==> config.mk <==
export PLATFORM = sky130hd
export DESIGN_NAME = si_pif_master
export DESIGN_NICKNAME = d
export VERILOG_FILES = /design/src/rtl/si_pif_pkg.sv /design/src/rtl/si_pif_sync2.sv /design/src/rtl/si_pif_master.sv
export SDC_FILE = /design/constraint.sdc
export NUM_CORES = 1
export LEC_CHECK = 0
export CAP_MARGIN = 25
export CORE_MARGIN = 4
export CORE_UTILIZATION = 35
export DETAILED_ROUTE_END_ITERATION = 10
export MAX_ROUTING_LAYER = met4
export PLACE_DENSITY_LB_ADDON = 0.12
export SLEW_MARGIN = 20
export SYNTH_ARGS = -nofsm -noshare
export SYNTH_HDL_FRONTEND = slang
export SYNTH_SLANG_ARGS = --single-unit
export TNS_END_PERCENT = 20
==> constraint.sdc <==
create_clock -name clk -period 2.5 [get_ports clk]
set_clock_uncertainty 0.1 [all_clocks]
set_input_delay 0.375 -clock clk [delete_from_list [all_inputs] [get_ports clk]]
set_output_delay 0.375 -clock clk [all_outputs]
set_load 0.1 [all_outputs]
==> src/rtl/si_pif_pkg.sv <==
// si_pif_pkg: shared types and constants for the PIF serial initiator
package si_pif_pkg;
    localparam logic [1:0] SI_WR64 = 2'd0;
    localparam logic [1:0] SI_RD64 = 2'd1;
    localparam logic [1:0] SI_WR4  = 2'd2;
    localparam logic [1:0] SI_RD4  = 2'd3;
    localparam int CMD_BITS  = 11;
    localparam int WORD_BITS = 32;
    typedef enum logic [2:0] {IDLE, START, CMD, ACK_WAIT, RD_DATA, WR_START, WR_DATA, DONE} si_state_e;
    // Index of the final payload bit: one word for 4-byte types, sixteen otherwise.
    function automatic logic [8:0] last_bit(input logic short_xfer);
        return short_xfer ? 9'(WORD_BITS - 1) : 9'(16 * WORD_BITS - 1);
    endfunction
endpackage

==> src/rtl/si_pif_sync2.sv <==
// si_pif_sync2: two-flop synchroniser for the asynchronous serial line
//   clk, reset_l : clock, async active-low reset (resets to the idle-high level)
//   d            : asynchronous input
//   q            : synchronised output
module si_sync2 (
    input  logic clk,
    input  logic reset_l,
    input  logic d,
    output logic q
);
    logic s1_q, s2_q;
    always_ff @(posedge clk or negedge reset_l)
        if (!reset_l) {s1_q, s2_q} <= 2'b11;
        else          {s1_q, s2_q} <= {d, s1_q};
    assign q = s2_q;
endmodule

==> src/rtl/si_pif_master.sv <==
// si_pif_master: RCP-side PIF serial initiator (request, ack wait, 4/64-byte data phase)
module si_pif_master
  import si_pif_pkg::*;
#(
  parameter int ACK_TIMEOUT = 4095,
  parameter int TO_W        = 12
)
(
  input  logic        clk,
  input  logic        reset_l,
  input  logic        cmd_valid,
  output logic        cmd_ready,
  input  logic [1:0]  cmd_type,
  input  logic [8:0]  cmd_addr,
  output logic        done,
  output logic        err,
  output logic        busy,
  output logic        si_out,
  input  logic        si_in,
  output logic [3:0]  buf_addr,
  output logic        buf_wren,
  output logic [31:0] buf_wdata,
  input  logic [31:0] buf_rdata
);
  si_state_e   state_q, state_d;
  logic [1:0]  type_q, type_d;
  logic [10:0] cmd_q, cmd_d;
  logic [8:0]  bit_q, bit_d;
  logic [30:0] rx_q, rx_d;
  logic [31:0] tx_q, tx_d;
  logic [3:0]  addr_q, addr_d;
  logic        wren_q, wren_d;
  logic [31:0] wdata_q, wdata_d;
  logic        prev_q, si_s, fall, at_end, more_words;

  si_sync2 u_sync (.clk(clk), .reset_l(reset_l), .d(si_in), .q(si_s));

  assign fall       = prev_q & ~si_s;
  assign at_end     = bit_q == last_bit(type_q[1]);
  assign more_words = ~type_q[1] && bit_q[8:5] != 4'hF;

`ifdef SI_TIMEOUT_EN
  logic [TO_W-1:0] to_q, to_d;
  logic            err_q, err_d;
  assign err = state_q == DONE && err_q;
`else
  assign err = 1'b0;
`endif

  always_comb begin
    state_d = state_q;
    type_d  = type_q;
    cmd_d   = cmd_q;
    bit_d   = bit_q + 9'd1;
    rx_d    = rx_q;
    tx_d    = tx_q;
    addr_d  = addr_q;
    wren_d  = 1'b0;
    wdata_d = wdata_q;
`ifdef SI_TIMEOUT_EN
    to_d    = state_q == ACK_WAIT ? to_q + 1'b1 : '0;
    err_d   = state_q == IDLE ? 1'b0 : err_q;
`endif
    case (state_q)
      IDLE: if (cmd_valid) begin
        state_d = START;
        type_d  = cmd_type;
        cmd_d   = {cmd_type, cmd_addr};
        addr_d  = '0;
      end
      START: begin
        state_d = CMD;
        bit_d   = '0;
      end
      CMD: begin
        cmd_d = {cmd_q[9:0], 1'b0};
        if (bit_q == 9'(CMD_BITS - 1)) state_d = ACK_WAIT;
      end
      ACK_WAIT: if (fall) begin
        addr_d  = '0;
        bit_d   = '0;
        state_d = type_q[0] ? RD_DATA : WR_START;
      end
`ifdef SI_TIMEOUT_EN
      else if (to_q == TO_W'(ACK_TIMEOUT - 1)) begin
        state_d = DONE;
        err_d   = 1'b1;
      end
`endif
      RD_DATA: begin
        rx_d = {rx_q[29:0], si_s};
        if (&bit_q[4:0]) begin
          wren_d  = 1'b1;
          wdata_d = {rx_q, si_s};
          addr_d  = bit_q[8:5];
        end
        if (at_end) state_d = DONE;
      end
      WR_START: begin
        tx_d    = buf_rdata;
        bit_d   = '0;
        state_d = WR_DATA;
      end
      WR_DATA: begin
        tx_d = &bit_q[4:0] ? buf_rdata : {tx_q[30:0], 1'b0};
        if (bit_q[4:0] == 5'd29 && more_words) addr_d = addr_q + 4'd1;
        if (at_end) state_d = DONE;
      end
      DONE: state_d = IDLE;
    endcase
  end

  always_ff @(posedge clk or negedge reset_l)
    if (!reset_l) begin
      state_q <= IDLE;
      type_q  <= '0;
      cmd_q   <= '0;
      bit_q   <= '0;
      rx_q    <= '0;
      tx_q    <= '0;
      addr_q  <= '0;
      wren_q  <= 1'b0;
      wdata_q <= '0;
      prev_q  <= 1'b1;
`ifdef SI_TIMEOUT_EN
      to_q    <= '0;
      err_q   <= 1'b0;
`endif
    end else begin
      state_q <= state_d;
      type_q  <= type_d;
      cmd_q   <= cmd_d;
      bit_q   <= bit_d;
      rx_q    <= rx_d;
      tx_q    <= tx_d;
      addr_q  <= addr_d;
      wren_q  <= wren_d;
      wdata_q <= wdata_d;
      prev_q  <= si_s;
`ifdef SI_TIMEOUT_EN
      to_q    <= to_d;
      err_q   <= err_d;
`endif
    end

  assign si_out    = state_q == START || state_q == WR_START ? 1'b0 :
                     state_q == CMD ? cmd_q[10] :
                     state_q == WR_DATA ? tx_q[31] : 1'b1;
  assign cmd_ready = state_q == IDLE;
  assign busy      = state_q != IDLE;
  assign done      = state_q == DONE;
  assign buf_addr  = addr_q;
  assign buf_wren  = wren_q;
  assign buf_wdata = wdata_q;
endmodule

==> results.md, run 1 <==
* Full die area at 0.0178 mm²
* Gr ovfl total at 0
* DRC viols at 0
* Library cells used by synthesis at 44
* Crit path max-delay cell type: dfrtp_1
* Multi-input logic area at 0.00216 mm²
* Max frequency at 433 MHz
* Layout area overhead at 30.0%
* Crit-path max FO at 16
* Number of antenna violations at the first check in global routing at 0
* Unrepaired setup endpoints after global routing: false
* CP Data Required Time at 2.03 ns
* Buf+Inv Stages, Crit Path at 1
* Total clock buffers created by CTS at 17
* Met2 wire len at 4640 µm
* GP Congestion at 0.749
* Share of cells above drive strength 1 at around a quarter
* Largest net degree at the start of global routing at 129
* Worst path max stage delay at ~0.7 ns
* Setup CP Type: reg -> out
* Startpoint Class: flip-flop
* Gr usage total at 13.6%
* Mapped Avg Cell Area at between 10 and 15 µm²
* Initial Util at 35.9%
* Crit path DAT at 1.83 ns
* Via/cell ratio at ~4.6
* Final slew viol count at 0
* Vias post-DR at roughly 3.5k
* Synth Instances at 450
* Row count at between 40 and 50
* Sequential element share of the synthesized area at 58.3%
* Die Y at 133 µm
* Pwr dens at 967 mW/mm²
* Area contributors post-synth: dfrtp_1 57%, mux2i_1 7.5%, mux2_2 7.2%
* Synth top area share at between 50% and 60%
* Clk sink count at 128
* Non-filler instance count after layout at 763
* Die X at 133 µm
* Hold Crit Class: reg -> reg
* Ant. Diodes at 0
* Synth warn at 0
* Slew @ Worst Pin at 0.742 ns
* Number of I/O pins at 89
* FF+latch area at 0.00321 mm²
* Leakage at 3.58 nW
* CTS clk-pin slew, worst paths at 0.05 ns
* Number of global-route vias before repair at between 3k and 4k
* Clk_lat worst skew at 0.41 ns
* Worst-path cell chain: nand2_1 > nor2_1 > buf_12
* Drt wl/cell at 14.3 µm
* Dpl cell area at ~0.0065 mm²
* Fillers at 1,433
* Drt pass-1 iters at 4
* Post-route setup TNS at 0 ns
* WL met3 at 799 µm
* Number of port buffers at just under 90
* Dpl hpwl at slightly below 7000 µm
* Core Footprint at 0.0153 mm²
* Initial drt markers at between 150 and 200
* First-pass GRT wire length at 18,500 µm
* Most frequent cells after synthesis: 125 x dfrtp_1, 55 x nand2_1, 49 x o21ai_0
* Fin. Hold Viols at 0
* Synth Cell Area at 0.00551 mm²
* Crit path time final at 2.31 ns
* Clock buffer depth at 2
* Nets at 591
* Post-synth EDFFs at 0
* Outcome: completed
* Syn_nets at approximately 500
* Metal-1 WL at 5300 µm
* Main flop type after synthesis: dfrtp_1
* # setup viols final at 0
* #FFs+latches synth at 128
* Largest area contributor in the netlist: dfrtp_1
* Dpl cells at between 700 and 800
* Number of H-tree levels at 4
* MaxCap Viol Count at 0
* Slew HR at slightly above 50%
* Antenna Nets Post-Route at 0
* Crit share post-route at 92.4%
* DR top layer: met4
* Async SR Flop Fraction at 100%
* Drt total wl at 10,900 µm
* Clock Tree Root: clkbuf_16
* Peak supply drop at 0.495 mV
* Critical Path End Type: output port
* Final Cell Area at between 0.007 and 0.008 mm²
* CTS tree: done
* Most frequent cell after synthesis: dfrtp_1
* CP delay by family, top: flip-flops
state kept, by name (all words and copies together), names as in the netlist:
register and flops:
tx_q 32, bit_q 9, buf_wdata 32, buf_addr 4
state_q 3, type_q 2, cmd_q 11, buf_wren 1
u_sync.q 1, rx_q 31, prev_q 1, u_sync.s1_q 1
through the flow:
step                      total power [mW]  utilization [%]  hold WS [ns]  setup slack [ns]
after global routing                  7.38             46.7         0.254            0.0393
final                                 6.92             46.7         0.254             0.190
after CTS                             7.03             46.7         0.255            0.0830
after global placement                4.43             42.7         0.247             0.371
after floorplan                       3.97                -       -0.0206           -0.0485
after detailed placement              4.48             42.7         0.247             0.333
cell families after synthesis:
kind of cell / share of synthesized area, %
and+or+nand+nor: 8.77
xor gates and xnor gates: 1.11
adders and majority gates: 1.14
muxes: 20.7
buffers and inverters: 3.05
AOI/OAI and AO/OA: 6.86
DFF: 58.3
other: 0.0681
metal layers:
layer	vias up	GRT usage, %
met5	-	-
met2	84	18.5
li1	1751	-
met1	1681	17.8
met3	13	6.00
met4	0	5.14
worst reg2reg max path, stage by stage, from the launching register on:
cell and delay [ns]:
dfrtp_1 0.60, inv_2 0.20, nor3b_1 0.42, nand2_2 0.08, buf_4 0.29, mux2i_1 0.25, o21ai_0 0.10
final cells by class:
cell class | count | area share, %
clock buffer | 21 | 6.71
timing repair buffer | 96 | 12.6
inverter | 5 | 0.262
sequential | 128 | 44.8
tap | 211 | 3.69
multi-input combinational | 291 | 30.2
clock inverter | 11 | 1.77
power by group:
group | leakage (nW) | total, mW | switching (mW) | internal, mW
Sequential | 1.70 | 2.85 | 0.348 | 2.50
Combinational | 1.58 | 1.58 | 0.932 | 0.644
Clock | 0.301 | 2.49 | 0.912 | 1.58
path summary, 6_finish.rpt:
check | slack (ns) | from | cells after the start | endpoint
setup / recovery | 0.19 | state_q[1]$_DFFE_PN0P_ | 3 | done
hold / removal | 0.25 | u_sync.s1_q$_DFF_PN1_ | 0 | u_sync.q$_DFF_PN1_
setup reg to reg | 0.34 | state_q[2]$_DFFE_PN0P_ | 6 | tx_q[19]$_DFFE_PN0P_
hold reg to reg | 0.25 | u_sync.s1_q$_DFF_PN1_ | 0 | u_sync.q$_DFF_PN1_
max in group asynchronous | 1.22 | reset_l | 3 | buf_addr[0]$_DFFE_PN0P_
min in group asynchronous | 0.48 | reset_l | 3 | cmd_q[4]$_DFFE_PN0P_
repair_timing:
item,CTS,global route
resized for setup,0,1
setup buffers,0,0
setup endpoints to repair,0,1
hold buffers,1,0
endpoints found under the hold margin,11,0
cell usage in the layout (no fill, tap or decap), drive strengths merged, types with 2 or more instances in the layout:
| cell type | instances |
|---|---|
| and2 | 2 |
| nor2 | 21 |
| clkinv | 4 |
| nand3b | 2 |
| mux2i | 41 |
| a22oi | 3 |
| nor3b | 2 |
| a21oi | 5 |
| ha | 5 |
| nor4 | 2 |
| nand3 | 6 |
| nor3 | 3 |
| dfstp | 3 |
| a211oi | 2 |
| clkbuf | 21 |
| mux2 | 65 |
| xor2 | 4 |
| nor2b | 4 |
| and3 | 3 |
| dfrtp | 125 |
| nand2 | 55 |
| inv | 9 |
| o21ai | 50 |
| buf | 50 |
| clkdlybuf4s50 | 45 |
| bufinv | 2 |
| xnor2 | 3 |
Note: power is estimated with default switching activity, not from simulation.
==> inputs of run 2 (changes only) <==
--- a/config.mk
+++ b/config.mk
@@ -9,8 +9,10 @@
 export CORE_MARGIN = 4
 export CORE_UTILIZATION = 35
 export DETAILED_ROUTE_END_ITERATION = 10
+export HOLD_SLACK_MARGIN = 0.06
 export MAX_ROUTING_LAYER = met4
 export PLACE_DENSITY_LB_ADDON = 0.12
+export RECOVER_POWER = 100
 export SLEW_MARGIN = 20
 export SYNTH_ARGS = -nofsm -noshare
 export SYNTH_HDL_FRONTEND = slang
==> results.md, run 2 (synthesized netlist as in run 1, its figures left out) <==
* Outcome: completed
* MaxCap Viol Count at 0 (unchanged)
* GP Congestion at 0.749 (unchanged)
* Gr ovfl total at 0 (unchanged)
* Hold Crit Class: reg -> reg
* Gr usage total at 13.6% (unchanged)
* Drt total wl at 10,900 µm (about the same)
* Place WS at 0.333 ns (unchanged)
* Initial drt markers at 193 (+3.2%)
* Number of port buffers at 87 (unchanged)
* Final Power at 6.87 mW (-0.79%)
* CTS tree: done
* Crit-path max FO at 16 (unchanged)
* Die X at 133 µm (unchanged)
* Row count at 45 (unchanged)
* Drt wl/cell at 14.3 µm (about the same)
* CP Data Required Time at 2.03 ns (about the same)
* Total clock buffers created by CTS at 17 (unchanged)
* Unrepaired setup endpoints after global routing: false
* Max frequency at 437 MHz (+0.92%)
* Ant. Diodes at 0 (unchanged)
* CTS clk-pin slew, worst paths at 0.05 ns (about the same)
* Startpoint Class: flip-flop
* Crit path DAT at 1.81 ns (-0.02 ns)
* Worst-path cell chain: nand2_1 > nor2_1 > clkbuf_4
* Initial Util at 35.9% (unchanged)
* Layout area overhead at 26.5%
* Clk_lat worst skew at 0.41 ns (about the same)
* Worst path max stage delay at 0.63 ns (-0.05 ns)
* Crit path time final at 2.29 ns (-0.0210 ns)
* CP delay by family, top: flip-flops
* Dpl hpwl at 6930 µm (unchanged)
* Nets at 591 (unchanged)
* Most frequent cells in the layout: 124 x dfrtp_1, 54 x nand2_1, 49 x o21ai_0
* Crit share post-route at 91.6% (-0.84 points)
* Clk sink count at 128 (unchanged)
* Pwr dens at 986 mW/mm² (+2.0%)
* # setup viols final at 0 (unchanged)
* Commonest non-fill, non-tap cell in the layout: dfrtp_1
* Clock Tree Root: clkbuf_16
* Leakage at 3.41 nW (-4.6%)
* Number of H-tree levels at 4 (unchanged)
* Core Footprint at 0.0153 mm² (unchanged)
* Buf+Inv Stages, Crit Path at 1 (unchanged)
* Critical Path End Type: output port
* DRC viols at 0 (unchanged)
* Largest net degree at the start of global routing at 129 (unchanged)
* Share of cells above drive strength 1 at 16.5% (-7.2 points)
* Die Y at 133 µm (unchanged)
* Antenna Nets Post-Route at 0 (unchanged)
* Number of global-route vias before repair at 3,663 (unchanged)
* First-pass GRT wire length at 18,500 µm (unchanged)
* Slew @ Worst Pin at 1.24 ns (+0.494 ns)
* Slew HR at 17.9% (-33 points)
* Number of antenna violations at the first check in global routing at 0 (unchanged)
* Crit path max-delay cell type: dfrtp_1
* Full die area at 0.0178 mm² (unchanged)
* Clock buffer depth at 2 (unchanged)
* Setup CP Type: reg -> out
* Final slew viol count at 0 (unchanged)
* Peak supply drop at 0.499 mV (+0.87%)
* Number of I/O pins at 89 (unchanged)
* Vias post-DR at 3,552 (+0.65%)
* Finished Core Util at 45.5% (-1.3 points)
* Final WS setup at 0.211 ns (+0.0210 ns)
* Via/cell ratio at 4.66 (+0.65%)
* R2R Setup Slk at 0.25 ns (-0.09 ns)
* Drt pass-1 iters at 4 (unchanged)
* Post-route setup TNS at 0 ns (unchanged)
* Fin. Hold Viols at 0 (unchanged)
[run 2: cell count changes in the layout (fill, tap and decap cells not counted), moves of 2 or more]
cell / change
buf_4: -41
buf_12: -2
clkbuf_4: +3
clkbuf_1: +34
clkbuf_2: +5
[run 2: layout make-up]
cell class / count / area [µm²]
Inverter: 5 / 18.8
Clock buffer: 21 / 480
Multi-Input combinational cell: 291 / 2130
Tap cell: 211 / 264
Clock inverter: 11 / 126
Sequential cell: 128 / 3210
Fill cell: 1477 / 8350
Timing Repair Buffer: 96 / 731
[run 2: per-layer routing]
| metal | vias up | GRT usage [%] | part of all wire [%] |
|---|---|---|---|
| met4 | 0 | 5.14 | 1.5 |
| li1 | 1754 | - | - |
| met5 | - | - | 0 |
| met2 | 88 | 18.5 | 42 |
| met3 | 14 | 6.00 | 8.1 |
| met1 | 1696 | 17.8 | 48 |
[run 2: metrics by stage]
stage          instances  hold slack (ns)  cell area [µm²]
2_1_floorplan        450          -0.0206             5520
3_5_place_dp         730            0.247             6540
5_1_grt              763            0.263             6960
4_1_cts              763            0.255             7160
6_report             763            0.259             6960
3_3_place_gp         730            0.247             6540
[run 2: timing repair]
item | CTS | global route
gates resized for setup | 0 | 1
hold endpoints to repair | 125 | 0
hold buffers | 1 | 0
buffers inserted | 0 | 0
setup endpoints to repair | 0 | 1
[run 2: path summary, 6_finish.rpt]
path	startpoint	end	depth (start not counted)
min	u_sync.s1_q$_DFF_PN1_	u_sync.q$_DFF_PN1_	0
max in group asynchronous	reset_l	buf_addr[0]$_DFFE_PN0P_	3
max	state_q[1]$_DFFE_PN0P_	done	3
max reg2reg	state_q[2]$_DFFE_PN0P_	buf_wdata[31]$_DFFE_PN0P_	5
min in group asynchronous	reset_l	cmd_q[5]$_DFFE_PN0P_	3
min reg2reg	u_sync.s1_q$_DFF_PN1_	u_sync.q$_DFF_PN1_	0
[run 2: power breakdown]
part	switching (mW)	internal [mW]	total, mW
logic	0.923	0.606	1.53
clock network	0.916	1.58	2.50
registers	0.336	2.50	2.84
total	2.17	4.69	6.87
==> inputs of run 3 (changes only) <==
--- a/config.mk
+++ b/config.mk
@@ -5,6 +5,7 @@
 export SDC_FILE = /design/constraint.sdc
 export NUM_CORES = 1
 export LEC_CHECK = 0
+export ABC_CLOCK_PERIOD_IN_PS = 2500
 export CAP_MARGIN = 25
 export CORE_MARGIN = 4
 export CORE_UTILIZATION = 35
==> results of run 3 <==
Same layout as run 2: the final DEF is identical, and so are final timing and power.
